===== src/rtl/int_ctrl.sv =====
`default_nettype none
// ============================================================================
// Module      : int_ctrl
// Description : Eight-source prioritised interrupt controller with a
//               rising-edge request register (IRR), an in-service register
//               (ISR), a programmable mask (IMR) and an INTA/EOI handshake.
//               Bit 7 is the highest priority and bit 0 the lowest.
// Config      : define INT_NEST_EN to let a higher-priority source interrupt
//               one already in service. Without it, a new request is only
//               raised when nothing is in service.
// Revision    : 1.0 - initial release
// ============================================================================
module int_ctrl #(
  parameter logic [7:0] RESET_MASK = 8'hFF
) (
  input  logic       clk,
  input  logic       rst,
  input  logic [7:0] irq,
  input  logic       we,
  input  logic [7:0] wdata,
  input  logic       inta,
  input  logic       eoi,
  output logic       intr,
  output logic [2:0] vec,
  output logic       valid,
  output logic       spur,
  output logic [7:0] imr
);

  // Vector returned when an acknowledge finds nothing left to service.
  localparam logic [2:0] C_SPUR_VEC = 3'b111;

  typedef enum logic [1:0] {
    ST_IDLE = 2'd0,
    ST_REQ  = 2'd1,
    ST_ACK  = 2'd2
  } state_t;

  state_t     r_state;
  state_t     w_state_nxt;

  logic [7:0] r_irq_q;
  logic [7:0] r_irr;
  logic [7:0] r_isr;
  logic [7:0] r_imr;
  logic       r_intr;
  logic [2:0] r_vec;
  logic       r_valid;
  logic       r_spur;

  logic [7:0] w_edge;
  logic [7:0] w_pending;
  logic       w_pend_any;
  logic [2:0] w_top;
  logic       w_isr_any;
  logic [2:0] w_isr_top;
  logic       w_qualify;

  logic       w_ack;
  logic       w_spur_ack;
  logic [7:0] w_ack_bit;
  logic [7:0] w_eoi_clr;
  logic [7:0] w_irr_nxt;
  logic [7:0] w_isr_nxt;
  logic [2:0] w_vec_nxt;
  logic       w_valid_nxt;
  logic       w_spur_nxt;
  logic       w_intr_nxt;

  // Index of the highest set bit; the scan runs upward so the top bit wins.
  function automatic logic [2:0] prio_enc(input logic [7:0] v);
    logic [2:0] idx;
    idx = 3'd0;
    for (int i = 0; i < 8; i++) begin
      if (v[i]) begin
        idx = i[2:0];
      end
    end
    return idx;
  endfunction

  // One-hot decode of a source number.
  function automatic logic [7:0] onehot(input logic [2:0] idx);
    return 8'b0000_0001 << idx;
  endfunction

  // A request is a 0->1 transition against the previous sample.
  assign w_edge     = irq & ~r_irq_q;

  assign w_pending  = r_irr & ~r_imr;
  assign w_pend_any = |w_pending;
  assign w_top      = prio_enc(w_pending);

  assign w_isr_any  = |r_isr;
  assign w_isr_top  = prio_enc(r_isr);

`ifdef INT_NEST_EN
  // Nesting: the best pending source must outrank everything in service.
  assign w_qualify  = w_pend_any && (!w_isr_any || (w_top > w_isr_top));
`else
  // No nesting: a new request waits until the ISR is fully cleared.
  assign w_qualify  = w_pend_any && !w_isr_any;
`endif

  // Next-state decode for the request/acknowledge handshake.
  always_comb begin
    w_state_nxt = r_state;
    w_ack       = 1'b0;
    w_spur_ack  = 1'b0;
    case (r_state)
      ST_IDLE: begin
        if (w_qualify) begin
          w_state_nxt = ST_REQ;
        end
      end
      ST_REQ: begin
        if (inta) begin
          w_state_nxt = ST_ACK;
          if (w_qualify) begin
            w_ack = 1'b1;
          end else begin
            w_spur_ack = 1'b1;
          end
        end else if (!w_qualify) begin
          w_state_nxt = ST_IDLE;
        end
      end
      ST_ACK: begin
        w_state_nxt = ST_IDLE;
      end
      default: begin
        w_state_nxt = ST_IDLE;
      end
    endcase
  end

  // Register updates implied by this cycle's acknowledge, EOI and new edges.
  always_comb begin
    w_ack_bit   = 8'h00;
    w_eoi_clr   = 8'h00;
    w_vec_nxt   = r_vec;
    if (w_ack) begin
      w_ack_bit = onehot(w_top);
      w_vec_nxt = w_top;
    end else if (w_spur_ack) begin
      w_vec_nxt = C_SPUR_VEC;
    end
    // EOI retires the highest bit of the ISR as it stood before this edge,
    // so an acknowledge landing in the same cycle is not undone.
    if (eoi && w_isr_any) begin
      w_eoi_clr = onehot(w_isr_top);
    end
    // A fresh edge on the acknowledged line re-arms it.
    w_irr_nxt   = (r_irr & ~w_ack_bit) | w_edge;
    w_isr_nxt   = (r_isr & ~w_eoi_clr) | w_ack_bit;
    w_valid_nxt = w_ack | w_spur_ack;
    w_spur_nxt  = w_spur_ack;
    w_intr_nxt  = (w_state_nxt == ST_REQ);
  end

  // Handshake state register.
  always_ff @(posedge clk) begin
    if (rst) begin
      r_state <= ST_IDLE;
    end else begin
      r_state <= w_state_nxt;
    end
  end

  // Edge-detect sample; it tracks irq during reset so lines already high
  // at release are not seen as new requests.
  always_ff @(posedge clk) begin
    r_irq_q <= irq;
  end

  // Request, service and mask registers.
  always_ff @(posedge clk) begin
    if (rst) begin
      r_irr <= 8'h00;
      r_isr <= 8'h00;
      r_imr <= RESET_MASK;
    end else begin
      r_irr <= w_irr_nxt;
      r_isr <= w_isr_nxt;
      if (we) begin
        r_imr <= wdata;
      end
    end
  end

  // Registered CPU-facing outputs.
  always_ff @(posedge clk) begin
    if (rst) begin
      r_intr  <= 1'b0;
      r_vec   <= 3'd0;
      r_valid <= 1'b0;
      r_spur  <= 1'b0;
    end else begin
      r_intr  <= w_intr_nxt;
      r_vec   <= w_vec_nxt;
      r_valid <= w_valid_nxt;
      r_spur  <= w_spur_nxt;
    end
  end

  assign intr  = r_intr;
  assign vec   = r_vec;
  assign valid = r_valid;
  assign spur  = r_spur;
  assign imr   = r_imr;

endmodule
`default_nettype wire


===== config.mk =====
export PLATFORM = sky130hd
export DESIGN_NAME = int_ctrl
export DESIGN_NICKNAME = d
export VERILOG_FILES = /design/src/rtl/int_ctrl.sv
export SDC_FILE = /design/constraint.sdc
export NUM_CORES = 1
export LEC_CHECK = 0
export BUFFER_PORTS_ARGS = -buffer_cell sky130_fd_sc_hd__buf_2
export CAP_MARGIN = 20
export CELL_PAD_IN_SITES_DETAIL_PLACEMENT = 2
export CELL_PAD_IN_SITES_GLOBAL_PLACEMENT = 2
export CORE_ASPECT_RATIO = 1.75
export CORE_MARGIN = 3
export CORE_UTILIZATION = 31
export CTS_BUF_LIST = sky130_fd_sc_hd__clkbuf_4 sky130_fd_sc_hd__clkbuf_8 sky130_fd_sc_hd__clkbuf_16
export DETAILED_ROUTE_END_ITERATION = 10
export PLACE_DENSITY_LB_ADDON = 0.1
export SYNTH_ARGS = -nofsm -noshare
export SYNTH_HDL_FRONTEND = slang
export SYNTH_SLANG_ARGS = --single-unit

===== constraint.sdc =====
create_clock -name clk -period 2 [get_ports clk]
set_input_delay 0.2 -clock clk [delete_from_list [all_inputs] [get_ports clk]]
set_output_delay 0.2 -clock clk [all_outputs]
set_load 0.005 [all_outputs]

# == Word-level counts from Yosys, hierarchy flattened ==
# Cells that the tools add are included.
# classes
eq_ne,2
n_shift,2
mux,28
n_bitwise,11
n_reduce_logical,7
# op_table
op,count
2-to-1 mux 3 bit,14
bitwise AND 8 bit,4
NOT 8 bit,4
2-to-1 mux 8 bit,2
bitwise OR 8 bit,2
OR reduction 8 bit,2
"<< shifter 1 x 3 -> 8 bit, first input constant",2
2-to-1 mux 1 bit,8
2-to-1 mux 2 bit,3
"== test 2 x 1 -> 1 bit, second input constant",2
one-hot mux 2 bit (2 select lines),1
logical AND 1 bit,2
logical NOT 2 bit,1
nonzero test 2 bit,1
logical NOT 1 bit,1
bitwise OR 1 bit,1
# word_totals
register_bits,40
inputBits,21
out_inout_bits,14
word_cells,59

# == Logic depth before layout (Yosys ltp) ==
# Gate-level depths: netlist of run 1.
# depth
ltp_word,14
ltp_mapped,6
mapped_depth_nobuf,5

# == Worst setup path after synthesis of run 1 ==
# Ideal clock, no wire load.
# synth_path
path_type,register -> register
startpoint,register r_isr[5]
endpoint,register r_isr[0]
setup_time_ps,132
arrival_time_ps,1445
required_ps,1868
setup_slack_ps,423
stages_incl_launch_ff,5
n_path_buf,0
synth_period_minus_slack_ps,1577
path_cell_list,dfxtp_1 or4_4 or3_1 o31ai_1 a21oi_1
# synth_between
elab_chain_len,8
word_cells_on_any_way,16
cone_classes,shift: 1; mux: 8; bitwise: 3; reduce/logical: 4
# synth_lines
item,line,source
from (decl),44,logic [7:0] r_isr;
from (signal assigned),184,r_isr <= w_isr_nxt;
OR reduction 8 bit or 2-to-1 mux 3 bit (tied branches),"94, 75",
logical NOT 1 bit or 2-to-1 mux 3 bit (tied branches),"102, 75",
logical AND 1 bit or 2-to-1 mux 3 bit (tied branches),"102, 75",
2-to-1 mux 1 bit or << shifter 1 x 3 -> 8 bit (tied branches),"119, 84",
2-to-1 mux 1 bit or 2-to-1 mux 8 bit (tied branches),"117, 150",
2-to-1 mux 1 bit or NOT 8 bit (tied branches),"110, 155",
2-to-1 mux 8 bit or bitwise AND 8 bit (tied branches),"142, 155",
bitwise OR 8 bit (*),155,w_isr_nxt = (r_isr & ~w_eoi_clr) | w_ack_bit;
# Mark *: on every way between the ends. The rest lies on a longest branch, timed or not.
# A chain may end at the register's enable or synchronous reset.

# == Worst setup path after layout of run 1 ==
# layout_path
startpoint,register r_isr[0]
endpoint,register r_irr[2]
# layout_between
elab_chain_len,10
# layout_lines
item,line,source
OR reduction 8 bit,94,assign w_isr_any = |r_isr;
logical NOT 1 bit,102,assign w_qualify = w_pend_any && !w_isr_any;
logical AND 1 bit,102,
2-to-1 mux 1 bit,119,if (w_qualify) begin
2-to-1 mux 1 bit,117,if (inta) begin
2-to-1 mux 1 bit,110,case (r_state)
2-to-1 mux 8 bit,142,if (w_ack) begin
NOT 8 bit,154,w_irr_nxt = (r_irr & ~w_ack_bit) | w_edge;
bitwise AND 8 bit,154,
bitwise OR 8 bit,154,
to (signal assigned),183,r_irr <= w_irr_nxt;
to (decl),43,logic [7:0] r_irr;
# Every way passes these cells.

==> results.py, run 1 <==
metrics = {
    "global_routing": {
        "antenna_found_initial": 0,
        "met2_usage_pct": 27.0,
        "gr-total-overflow": 0,
        "gr-max-usage-layer": "met2",
        "grt_max_degree": 22,
        "gr-usage-all-layers_pct": 15.4,
        "met1_usage_pct": 17.3,
        "grt_first_pass_wirelength_um": 6840,
        "grt_pass1_vias": 1382,
        "grt_use_met3_pct": 3.44,
    },
    "synth": {
        "synth-seq-cells": 40,
        "synthArstFlopShare_pct": 0,
        "synth_fp_nets": 172,
        "synth_top_area_share_pct": 53.6,
        "avgSynthCellArea_sq_um": 9.89,
        "synth_flop_cell": "dfxtp_1",
        "synth_top_area_cell": "dfxtp_1",
        "synth_edf_count": 0,
        "netlist_instances": 151,
        "synth_area_leaders": "dfxtp_1, mux2i_1, nand2_1",
        "synth_area_sq_mm": 0.00149,
        "ys_seq_area_share_pct": 53.6,
        "synth_cell_types": 34,
        "yosys_warnings": 0,
    },
    "power": {
        "p_sw_share_pct": 22.9,
        "p_int_w": 0.00122,
        "p_clk_share_pct": 35.9,
        "p_leak_nw": 0.785,
        "pwr-share-seq_pct": 54.2,
        "combinationalPowerShare_pct": 9.9,
        "powerDensity_mw_per_mm2": 863,
        "ir_drop_v": 0.000529,
        "net-switching-power_w": 0.000365,
    },
    "die": {
        "start_util_pct": 33.0,
        "num_rows": 32,
        "core_sq_mm": 0.00452,
        "num_io_pins": 35,
        "die_y_um": 97.8,
        "dieArea_sq_mm": 0.00572,
        "die_x_um": 58.5,
    },
    "cts": {
        "cts_buffers": 5,
        "postCtsSetupBuffers": 0,
        "clock_latency_ns": 0.28,
        "cts_buffer_depth": 2,
        "cts.sinks": 40,
        "cts_max_level": 2,
        "cts_tree": "done",
        "cts_hold_buffers": 0,
        "root_buffer": "clkbuf_8",
        "clk_pin_slew_ns": 0.07,
    },
    "sta": {
        "worst_slew_pin_slew_ns": 0.545,
        "finalCriticalPeriod_ns": 1.74,
        "hold_viol": 0,
        "finClkSkew_ns": 0.00434,
        "slew_viol_final": 0,
        "slew_headroom_pct": 63.4,
        "fin_tns_setup_ns": 0,
        "rsz0062_at_grt": "false",
        "finalCritPeriodShare_pct": 86.8,
        "fmax_mhz": 576,
        "setup_viol": 0,
    },
    "critical_path": {
        "worst_setup_path_end_kind": "flip-flop",
        "cp_data_arrival_time_ns": 1.92,
        "startpoint_type": "flip-flop",
        "critPathMaxFanout": 5,
        "worstSetupPathType": "reg -> reg",
        "crit_required_ns": 2.18,
    },
    "placed_design": {
        "dp.cells": 234,
        "gp_congestion": 0.802,
        "portBuffers": 34,
        "dp_hpwl_um": 3040,
        "dpl-instance-area_sq_mm": 0.00173,
    },
    "detailed_routing": {
        "drt-initial-drc-count": 24,
        "drt-pass1-iter-count": 2,
        "viasPerCell": 5.25,
        "post_drt_wl_per_cell_um": 16.0,
        "detail_route.drc_violations": 0,
        "ant_nets": 0,
        "drt_wl_total_um": 3880,
        "vias": 1271,
    },
    "layout": {
        "finish.net_count": 211,
        "area_growth_syn_to_layout_pct": 23.3,
        "antenna_cells": 0,
        "fin_cells": 242,
        "final_util_pct": 40.7,
        "drive_gt1_share_pct": 30.9,
        "post-route-cell-area_sq_mm": 0.00184,
    },
    "worst_hold_path": {
        "hold_class": "in -> reg",
    },
    "run_status": {
        "status": "complete, no violations",
    },
    "run": {
        "drv_cap": 0,
    },
}
area by class of cell:
cell class | count | area (sq um)
Multi-Input combinational cell | 103 | 674
Tap cell | 51 | 63.8
Clock buffer | 8 | 97.6
Timing Repair Buffer | 37 | 193
Sequential cell | 40 | 801
Inverter | 3 | 11.3
Fill cell | 522 | 2680
cells by family (layout without fill, tap and decap cells):
group	count (synthesis)	count (layout)	synth area share, %
simple gates	63	63	24.5
flops	40	40	53.6
compound gates	33	33	15.2
buf+inv	8	48	2.01
mux	7	7	4.69
metrics by stage:
step	power, W	hold WS [ns]	setup WS [ns]
6_report	0.00159	0.0229	0.264
5_1_grt	0.00168	0.00669	0.130
4_1_cts	0.00162	0.0144	0.0661
3_5_place_dp	0.00104	0.317	0.0860
3_3_place_gp	0.00103	0.313	0.145
2_1_floorplan	0.000964	0.228	0.423
power by group through the flow:
stage,Combinational [W],Sequential [W],Clock [W]
2_1_floorplan,0.0000888,0.000876,0
3_3_place_gp,0.000154,0.000878,0
3_5_place_dp,0.000160,0.000880,0
4_1_cts,0.000160,0.000862,0.000600
5_1_grt,0.000178,0.000869,0.000635
6_report,0.000157,0.000862,0.000571
layout by cell type (no fill, tap or decap), drive strengths merged, types with 2 or more instances in the layout:
cell	n
dfxtp	40
buf	37
nand2	15
a21oi	11
nor2	8
nand2b	8
clkbuf	8
mux2i	7
a31o	7
nor3b	7
o21ai	5
nor2b	5
nand3	4
nor3	4
nand3b	3
nor4	3
o31ai	3
inv	2
and2	2
a2111oi	2
metal layers:
layer | part of all wire [%] | routed length (um) | up-vias
li1 | - | - | 615
met1 | 40 | 1570 | 626
met2 | 54 | 2100 | 25
met3 | 3.5 | 135 | 5
met4 | 1.9 | 73 | 0
met5 | 0 | 0 | -
flip-flops by register name, indices dropped and copies added, names as in the netlist:
register,count
imr,8
r_irq_q,8
r_irr,8
r_isr,8
vec,3
r_state,2
intr,1
spur,1
valid,1
worst max-delay path, cell delays in order, from the launching register on:
cell and delay [ns]:
dfxtp_1 0.33, nor4_2 0.39, nand3_1 0.28, nor3b_2 0.27, nand2b_1 0.11, a31o_2 0.25
cell usage after synthesis, drive strengths merged (2+ instances only):
master	count
a31o	7
clkbuf	4
nand2b	8
nand3b	3
nand2	15
o31ai	3
nand3	4
nor2b	5
and2	2
inv	2
nor4	3
nor2	8
nor3	4
mux2i	7
a2111oi	2
a21oi	11
o21ai	5
dfxtp	40
nor3b	7
what timing repair did:
action	CTS	global route
setup endpoints to repair	0	2
endpoints found under the hold margin	0	0
resized for setup	0	2
worst paths after layout:
kind	slack [ns]	start	cells after the start	to
min reg2reg	0.49	r_irr[1]	1	r_irr[1]
max	0.26	r_isr[0]	5	r_irr[2]
max reg2reg	0.26	r_isr[0]	5	r_irr[2]
min	0.02	irq[2]	1	r_irq_q[2]
Power figures use the tool's default switching activity.
==> run 2, diff against run 1 <==
Settings changed: ABC_CLOCK_PERIOD_IN_PS set to 2000, CORE_ASPECT_RATIO 1.75 to unset, SKIP_CTS_REPAIR_TIMING set to 1.
==> results.py, run 2 (synthesis results as in run 1) <==
metrics = {
    "sta": {
        "setup_viol": 0,
        "fin_hold_ws_ns": 0.0227,
        "fmax_mhz": 544,
        "finClkSkew_ns": 0.0104,
        "fin_tns_setup_ns": 0,
        "slew_viol_final": 0,
        "finalCriticalPeriod_ns": 1.84,
        "rsz0062_at_grt": "false",
        "hold_viol": 0,
        "slew_headroom_pct": 75.7,
        "worst_slew_pin_slew_ns": 0.361,
        "worst_slack_ns": 0.162,
        "finalCritPeriodShare_pct": 91.9,
    },
    "die": {
        "num_rows": 24,
        "die_x_um": 75.4,
        "dieArea_sq_mm": 0.00568,
        "start_util_pct": 33.1,
        "die_y_um": 75.4,
        "core_sq_mm": 0.00450,
        "num_io_pins": 35,
    },
    "worst_hold_path": {
        "worstHoldPathCells": 1,
        "min-delay-start": "irq[0]",
        "min_to": "r_irq_q[0]",
        "hold_class": "in -> reg",
    },
    "detailed_routing": {
        "ant_nets": 0,
        "drt-initial-drc-count": 61,
        "drt_wl_total_um": 4070,
        "detail_route.drc_violations": 0,
        "vias": 1262,
        "viasPerCell": 5.15,
        "post_drt_wl_per_cell_um": 16.6,
        "drt-pass1-iter-count": 4,
    },
    "placed_design": {
        "portBuffers": 34,
        "dpl-instance-area_sq_mm": 0.00175,
        "dp_hpwl_um": 3190,
        "gp_congestion": 0.767,
        "pre_cts_ws_ns": 0.183,
    },
    "layout": {
        "drive_gt1_share_pct": 31.6,
        "antenna_cells": 0,
        "area_growth_syn_to_layout_pct": 24.1,
        "finish.net_count": 213,
        "final_common_cell": "dfxtp_1",
        "final_cell_mix": "dfxtp_1, buf_2, nand2_1",
        "post-route-cell-area_sq_mm": 0.00185,
    },
    "power": {
        "ir_drop_v": 0.000375,
        "p_leak_nw": 0.793,
        "powerDensity_mw_per_mm2": 846,
    },
    "critical_path": {
        "rr_startpoint": "r_isr[7]",
        "crit_path_top_delay_cell": "or4_4",
        "crit_chain": "nand2b_4 > or4_4 > or3_1 > o31ai_1 > a21oi_1",
        "critPathMaxFanout": 4,
        "reg2reg_slack_ns": 0.16,
        "worst-r2r-cell-count": 5,
        "startpoint_type": "flip-flop",
        "cp_data_arrival_time_ns": 1.99,
        "crit_required_ns": 2.15,
        "worst_setup_path_end_kind": "flip-flop",
        "reg2reg_to": "r_isr[0]",
        "worstSetupPathType": "reg -> reg",
        "critical-path-max-stage-delay_ns": 0.42,
    },
    "run": {
        "drv_cap": 0,
    },
    "global_routing": {
        "met2_usage_pct": 29.8,
        "gr-max-usage-layer": "met2",
        "gr-total-overflow": 0,
        "antenna_found_initial": 0,
        "grt_first_pass_wirelength_um": 6750,
        "gr-usage-all-layers_pct": 16.1,
        "grt_use_met3_pct": 4.09,
        "grt_pass1_vias": 1388,
        "grt_max_degree": 22,
        "met1_usage_pct": 18.0,
    },
    "cts": {
        "cts.sinks": 40,
        "cts_buffer_depth": 2,
        "clock_latency_ns": 0.29,
        "root_buffer": "clkbuf_8",
        "cts_max_level": 2,
        "clk_pin_slew_ns": 0.07,
        "cts_tree": "done",
        "cts_buffers": 5,
    },
    "run_status": {
        "status": "complete, no violations",
    },
}
[run 2: changes by cell type in the layout (fill, tap and decap cells not counted), sizes merged]
cell,previous run,this run
buf,37,39
clkinv,1,3
clkbuf,8,6
[run 2: layer usage]
| layer | wire [um] | part of all wire, % |
|---|---|---|
| met2 | 2190 | 54 |
| met4 | 37 | 0.91 |
| met3 | 182 | 4.5 |
| met5 | 0 | 0 |
| met1 | 1660 | 41 |
[run 2: area by class of cell]
cell class | instances | area [sq um]
flip-flops and latches | 40 | 801
clock inverters | 2 | 10.0
clock buffers | 6 | 82.6
fillers | 514 | 2650
repair buffers | 39 | 208
inverters | 3 | 11.3
well taps | 52 | 65.1
multi-input cells | 103 | 674
[run 2: how the worst max path moves through the flow]
| stage | start | endpoint | slack [ns] | cells after the start |
|---|---|---|---|---|
| 2_1_floorplan | r_isr[5] | r_isr[0] | 0.42 | 4 |
| 3_3_place_gp | imr[7] | r_irr[2] | 0.20 | 5 |
| 3_5_place_dp | r_isr[0] | r_irr[2] | 0.18 | 5 |
| 4_1_cts | r_isr[1] | r_irr[2] | 0.09 | 5 |
| 5_1_grt | r_isr[1] | r_irr[2] | 0.07 | 5 |
| 6_report | r_isr[7] | r_isr[0] | 0.16 | 5 |
[run 2: report_power, final]
part           switching [W]  leakage, nW  internal [W]
clock network       0.000269       0.0510      0.000275
logic              0.0000802        0.413     0.0000803
registers          0.0000230        0.330      0.000838
total               0.000372        0.793       0.00119
[run 2: critical path: cells and delay by family (launching register included)]
family,cells,cell delay (ns)
AOI/OAI and AO/OA,2,0.41
DFF,1,0.36
and+or+nand+nor,3,0.94
[run 2: through the flow]
| stage | instances | util, % | total power [W] |
|---|---|---|---|
| finish | 245 | 41.1 | 0.00157 |
| global route | 245 | 41.1 | 0.00165 |
| CTS | 245 | 40.8 | 0.00159 |
| detailed placement | 237 | 38.8 | 0.00104 |
| global placement | 237 | 38.8 | 0.00103 |
| floorplan | 151 | - | 0.000964 |
